`src/rtl/branch_predictor_pkg.sv`:
```
// ---------------------------------------------------------------------------
// branch_predictor_pkg
// Purpose : Shared types and constants for the fetch-side branch predictor.
//           Holds the BTB entry layout, the EX->IF training bundle, the
//           2-bit direction counter encodings, and a saturating increment
//           helper used by the statistics counters.
// Ports   : none (package)
// ---------------------------------------------------------------------------
package branch_predictor_pkg;

    localparam int BP_ENTRIES = 16;
    localparam int BP_IDX_W   = $clog2(BP_ENTRIES);
    localparam int BP_TAG_W   = 32 - BP_IDX_W - 2;

    // Direction counter encodings; the MSB is the predicted direction.
    localparam logic [1:0] CTR_STRONG_NT = 2'b00;
    localparam logic [1:0] CTR_WEAK_NT   = 2'b01;
    localparam logic [1:0] CTR_WEAK_T    = 2'b10;
    localparam logic [1:0] CTR_STRONG_T  = 2'b11;

    // Logical layout of one BTB entry at the default table size.
    typedef struct packed {
        logic                valid;
        logic [BP_TAG_W-1:0] tag;
        logic [31:0]         target;
        logic [1:0]          ctr;
    } btb_entry_t;

    // Resolution information travelling from EX back to the predictor.
    typedef struct packed {
        logic        valid;
        logic [31:0] pc;
        logic        taken;
        logic [31:0] target;
    } bp_update_t;

    // Increment that sticks at all-ones instead of wrapping.
    function automatic logic [31:0] satInc32(input logic [31:0] value);
        return (value == 32'hFFFF_FFFF) ? value : value + 32'd1;
    endfunction

endpackage

```
`src/rtl/branch_predictor_sat_counter2.sv`:
```
// ---------------------------------------------------------------------------
// sat_counter2
// Purpose : 2-bit saturating up/down counter with enable and parallel load.
//           One instance holds the direction state of one BTB entry.
// Ports   : clk       - core clock
//           rst       - synchronous active-high reset, counter -> weakly NT
//           i_en      - count one step this cycle
//           i_up      - direction of the step (1 = up, 0 = down)
//           i_load    - overwrite the counter with i_loadVal (wins over i_en)
//           i_loadVal - value used on load
//           o_ctr     - current counter value
// ---------------------------------------------------------------------------
import branch_predictor_pkg::*;

module sat_counter2 (
    input  logic       clk,
    input  logic       rst,
    input  logic       i_en,
    input  logic       i_up,
    input  logic       i_load,
    input  logic [1:0] i_loadVal,
    output logic [1:0] o_ctr
);

    logic [1:0] r_ctr;

    // Counter saturates at both ends; load is used when an entry is
    // (re)allocated, so it takes priority over a count step.
    always_ff @(posedge clk) begin
        if (rst) begin
            r_ctr <= CTR_WEAK_NT;
        end else if (i_load) begin
            r_ctr <= i_loadVal;
        end else if (i_en) begin
            if (i_up && (r_ctr != CTR_STRONG_T)) begin
                r_ctr <= r_ctr + 2'd1;
            end else if (!i_up && (r_ctr != CTR_STRONG_NT)) begin
                r_ctr <= r_ctr - 2'd1;
            end
        end
    end

    assign o_ctr = r_ctr;

endmodule

```
`src/rtl/branch_predictor.sv`:
```
// ---------------------------------------------------------------------------
// branch_predictor
// Purpose : Direct-mapped BTB with 2-bit direction counters. Looks up the
//           fetch PC combinationally and supplies the predicted next PC to
//           the IF next-PC mux; trained by branch/jump resolution from EX.
// Ports   : clk, rst              - clock, synchronous active-high reset
//           pc_f                  - fetch PC to look up
//           pred_taken            - predicted taken (hit and counter MSB)
//           pc_pred               - predicted next PC (target or pc_f + 4)
//           pred_hit              - tag match on pc_f
//           upd_valid/pc/taken/target - training from EX
//           hit_cnt, upd_cnt      - saturating lookup-hit / update counters
// ---------------------------------------------------------------------------
import branch_predictor_pkg::*;

module branch_predictor #(
    parameter int ENTRIES = BP_ENTRIES
) (
    input  logic        clk,
    input  logic        rst,
    input  logic [31:0] pc_f,
    output logic        pred_taken,
    output logic [31:0] pc_pred,
    output logic        pred_hit,
    input  logic        upd_valid,
    input  logic [31:0] upd_pc,
    input  logic        upd_taken,
    input  logic [31:0] upd_target,
    output logic [31:0] hit_cnt,
    output logic [31:0] upd_cnt
);

    localparam int IDX_W = $clog2(ENTRIES);
    localparam int TAG_W = 32 - IDX_W - 2;

    // Flop-based storage so the lookup can be a plain asynchronous read.
    // Valid bits live in one vector so reset clears the table in a cycle.
    logic [ENTRIES-1:0] r_valid;
    logic [TAG_W-1:0]   r_tag    [ENTRIES];
    logic [31:0]        r_target [ENTRIES];
    logic [1:0]         w_ctr    [ENTRIES];
    logic [31:0]        r_hitCnt;
    logic [31:0]        r_updCnt;

    bp_update_t         w_upd;
    logic [IDX_W-1:0]   w_lookupIdx;
    logic [TAG_W-1:0]   w_lookupTag;
    logic               w_lookupHit;
    logic [IDX_W-1:0]   w_updIdx;
    logic [TAG_W-1:0]   w_updTag;
    logic               w_updHit;
    logic               w_updWrite;
    logic               w_unused;

    assign w_upd = '{valid: upd_valid, pc: upd_pc, taken: upd_taken, target: upd_target};

    // Byte offset bits never take part in indexing or tagging.
    assign w_unused = &{1'b0, pc_f[1:0], w_upd.pc[1:0]};

    assign w_lookupIdx = pc_f[IDX_W+1:2];
    assign w_lookupTag = pc_f[31:IDX_W+2];
    assign w_updIdx    = w_upd.pc[IDX_W+1:2];
    assign w_updTag    = w_upd.pc[31:IDX_W+2];

    // Lookup is forced to a miss during reset so IF falls through to pc+4
    // even before the valid vector has been cleared.
    assign w_lookupHit = !rst && r_valid[w_lookupIdx] && (r_tag[w_lookupIdx] == w_lookupTag);
    assign pred_hit    = w_lookupHit;
    assign pred_taken  = w_lookupHit && w_ctr[w_lookupIdx][1];
    assign pc_pred     = pred_taken ? r_target[w_lookupIdx] : pc_f + 32'd4;

    // Any taken resolution writes the entry: a hit refreshes the target,
    // a miss allocates over whatever was there.
    assign w_updHit   = r_valid[w_updIdx] && (r_tag[w_updIdx] == w_updTag);
    assign w_updWrite = !rst && w_upd.valid && w_upd.taken;

    always_ff @(posedge clk) begin
        if (rst) begin
            r_valid <= '0;
        end else if (w_updWrite) begin
            r_valid[w_updIdx] <= 1'b1;
        end
    end

    // Tags and targets are qualified by the valid bits, so they need no reset.
    always_ff @(posedge clk) begin
        if (w_updWrite) begin
            r_target[w_updIdx] <= w_upd.target;
            if (!w_updHit) begin
                r_tag[w_updIdx] <= w_updTag;
            end
        end
    end

    // One direction counter per entry: counts on a training hit, loads
    // weakly-taken on allocation, untouched on a not-taken miss.
    for (genvar gi = 0; gi < ENTRIES; gi++) begin : g_ctr
        logic w_sel;
        assign w_sel = w_upd.valid && (w_updIdx == IDX_W'(gi));

        sat_counter2 u_ctr (
            .clk       (clk),
            .rst       (rst),
            .i_en      (w_sel && w_updHit),
            .i_up      (w_upd.taken),
            .i_load    (w_sel && !w_updHit && w_upd.taken),
            .i_loadVal (CTR_WEAK_T),
            .o_ctr     (w_ctr[gi])
        );
    end

    // Statistics counters, both saturating.
    always_ff @(posedge clk) begin
        if (rst) begin
            r_hitCnt <= '0;
            r_updCnt <= '0;
        end else begin
            if (w_lookupHit) begin
                r_hitCnt <= satInc32(r_hitCnt);
            end
            if (w_upd.valid) begin
                r_updCnt <= satInc32(r_updCnt);
            end
        end
    end

    assign hit_cnt = r_hitCnt;
    assign upd_cnt = r_updCnt;

endmodule

```
`config.mk`:
```
export PLATFORM = sky130hd
export DESIGN_NAME = branch_predictor
export DESIGN_NICKNAME = d
export VERILOG_FILES = /design/src/rtl/branch_predictor_pkg.sv /design/src/rtl/branch_predictor_sat_counter2.sv /design/src/rtl/branch_predictor.sv
export SDC_FILE = /design/constraint.sdc
export NUM_CORES = 1
export LEC_CHECK = 0
export CAP_MARGIN = 10
export CORE_MARGIN = 2
export CORE_UTILIZATION = 44
export CTS_CLUSTER_SIZE = 12
export DETAILED_ROUTE_END_ITERATION = 8
export PLACE_DENSITY = 0.65
export SYNTH_ARGS = -nofsm -noshare
export SYNTH_HDL_FRONTEND = slang
export SYNTH_HIERARCHICAL = 1
export SYNTH_SLANG_ARGS = --single-unit
```
`constraint.sdc`:
```
create_clock -name clk -period 14.4 [get_ports clk]
set_input_delay 2.88 -clock clk [delete_from_list [all_inputs] [get_ports clk]]
set_output_delay 2.88 -clock clk [all_outputs]
set_load 0.02 [all_outputs]
```
==> results_dict.tcl <==
set metrics [dict create \
    status "complete, no violations" \
    relSlewSlack_pct 21.0 \
    synth_mux_area_share_pct 21.0 \
    fin_tns_setup_ns 0 \
    drive_above_1_share_pct 22.7 \
    rrSetupSlack_ns 9.87 \
    dp_hpwl_um 75100 \
    ioPinCount 198 \
    fp.dieH_um 329 \
    fin_skew_ns 0.0342 \
    std_cell_rows 119 \
    synth-edff-count 928 \
    mappedNetlistArea_mm2 0.0464 \
    rsz0062_at_grt "no" \
    fillers 8362 \
    nets 2992 \
    final_common_cell "edfxtp_1" \
    cp_slowest_cell "nor3_4" \
    synth_compound_area_share_pct 4.25 \
    synth_ff_type "edfxtp_1" \
    tritoncts "done" \
    grt_max_degree 129 \
    drv_cap 0 \
    numPortBuffers 195 \
    cp-start-kind "input port" \
    postSynthCellCount 2659 \
    ctsHoldBuffers 0 \
    clock_latency_ns 0.71 \
    min_path_type "reg -> reg" \
    antenna_found_initial 14 \
    final_cell_mix "edfxtp_1, mux4_2, clkdlybuf4s50_1" \
    cts_sinks 1040 \
    ys_ff_latch 1040 \
    seq_area_frac_synth_pct 64.9 \
    grt_overflow 0 \
    grt_pass1_vias 27200 \
    critPathMaxFanout 70 \
    wl_um 127000 \
    initial_utilization_pct 44.2 \
    finalCriticalPeriod_ns 11.62 \
    yosys_warnings 6 \
    path_clk_slew_ns 0.06 \
    avgSynthCellArea_um2 17.5 \
    drc 0 \
    wl_met1_um 49700 \
    top_layer_used "met5" \
    routabilityCongestion 0.919 \
    period_share_pct 80.7 \
    core_area_mm2 0.105 \
    fmax_ghz 0.0861 \
    vdd_drop_max_mv 0.105 \
    slew_violations 0 \
    hold_viol_final 0 \
    grt.total_usage_pct 23.3 \
    clock-root-buffer "clkbuf_16" \
    cp.arrival_ns 8.74 \
    synth_xor_area_share_pct 2.00 \
    end_kind "output pin" \
    leakage_nw 16.9 \
    dr_wl_met3_um 11800 \
    setup_viol 0 \
    worst-setup-path-type "in -> out" \
    ys_types 74 \
    antenna_left 0 \
    synth_simple_gate_area_share_pct 5.84 \
    grt_pass1_wl_um 183000 \
    crit_path_frequent_cell "buf_4" \
    multiInputGateArea_mm2 0.0157 \
    viasPerCell 6.20 \
    post_cts_resized 0 \
    seqCellArea_mm2 0.0301 \
    die_area_mm2 0.108 \
    worst_pin_slew_ns 1.18 \
    htreeDepth 3 \
    vias 27000 \
    cts_made_buffers 108 \
    area_growth_pct 14.9 \
    async_flop_share_pct 0 \
    dr_wl_met2_um 60900 \
    synth_top_family_by_area "multiplexers" \
    crit_chain "buf_8, buf_4, mux4_2, nor2_1, a2111oi_0, a31o_2, nor4_1, o2111ai_1, or4_1, nor3_4, buf_4, mux2_2, clkdlybuf4s50_1" \
    die_x_um 329 \
    wire_per_inst_um 29.1 \
    synth_adder_area_share_pct 0.0809 \
    drt_iter0_markers 2757 \
    drtPass1Iterations 7 \
    post_cts_buffers 0 \
    slowest_delay_ns 0.88 \
    max-clock-path-buffers 3 \
    pwr_density_cell_mw_per_mm2 120 \
    total_power_w 0.00640 \
    crit_required_ns 11.52 \
]
[registers in the layout, indices dropped and copies added, names as in the netlist]
signal,cells
g_ctr.u_ctr/o_ctr,32
r_valid,16
upd_cnt,32
r_target,512
r_tag,416
hit_cnt,32
[worst max-delay path, delay by kind of cell]
kind | cells | cell delay, ns
buffers and inverters | 4 | 2.18
and+or+nand+nor | 4 | 2.01
muxes | 2 | 0.88
AOI/OAI and AO/OA | 3 | 0.53
[synth_stat cells (all sizes together), types with 20 or more instances]
| cell | n | share of area (%) |
|---|---|---|
| mux2i | 95 | 2.0 |
| xnor2 | 60 | 1.1 |
| inv | 38 | 0.31 |
| nand2 | 100 | 0.81 |
| clkbuf | 82 | 0.66 |
| nand2b | 26 | 0.35 |
| buf | 75 | 0.95 |
| a21o | 26 | 0.42 |
| a22oi | 20 | 0.32 |
| nand4 | 27 | 0.38 |
| xor2 | 46 | 0.87 |
| nand3 | 60 | 0.65 |
| mux4 | 372 | 18 |
| mux2 | 39 | 0.95 |
| edfxtp | 928 | 60 |
| nor3 | 31 | 0.36 |
| o21ai | 60 | 0.65 |
| and3 | 20 | 0.27 |
| nor2 | 168 | 1.4 |
| or3 | 24 | 0.32 |
| a21oi | 37 | 0.40 |
| dfxtp | 112 | 4.8 |
| a221oi | 22 | 0.63 |
[path summary, 6_finish.rpt]
path / start / endpoint / depth (start not counted)
max: pc_f[3] / pc_pred[26] / 13
min: r_valid[6] / r_valid[6] / 1
max reg2reg: r_tag[15][16] / r_tag[10][2] / 10
min reg2reg: r_valid[6] / r_valid[6] / 1
[cells by family (layout without fill, tap and decap cells)]
kind of cell             count (synthesis)  in the layout
buffers and inverters                  195            468
AND/OR/NAND/NOR                        540            540
XOR/XNOR                               106            106
adder cells (fa/ha/maj)                  3              3
AO/OA/AOI/OAI                          267            267
multiplexers                           506            506
other                                    2             37
flip-flops                            1040           1040
[through the flow]
stage	std cells	worst slack [ns]	util, %	hold WS, ns	instance area (µm²)
floorplan	2689	5.34	-	0.440	46500
global placement	4169	2.86	47.7	0.449	50000
detailed placement	4169	2.79	47.7	0.462	50000
CTS	4352	2.78	50.8	0.476	53300
global route	4356	2.45	50.8	0.495	53300
finish	4358	2.78	50.8	0.481	53300
[report_power, final]
group | total (W) | switching (W) | leakage [nW] | internal, W
clock network | 0.00259 | 0.00114 | 1.58 | 0.00144
logic | 0.000488 | 0.000275 | 6.07 | 0.000212
registers | 0.00332 | 0.0000152 | 9.25 | 0.00331
total | 0.00640 | 0.00143 | 16.9 | 0.00496
[cell type report]
class	instances	share of cell area, %
Inverter	38	0.272
Timing Repair Buffer	247	4.42
Clock inverter	47	0.781
Multi-Input combinational cell	1454	29.5
Clock buffer	136	5.30
Antenna cell	5	0.0235
Tap cell	1391	3.26
Sequential cell	1040	56.5
[routing by layer]
metal	GRT usage [%]	vias up
met5	0	-
met4	8.39	20
met3	5.53	260
met2	37.2	1192
met1	31.4	14200
li1	-	11300
Note: power is estimated with default switching activity, not from simulation.
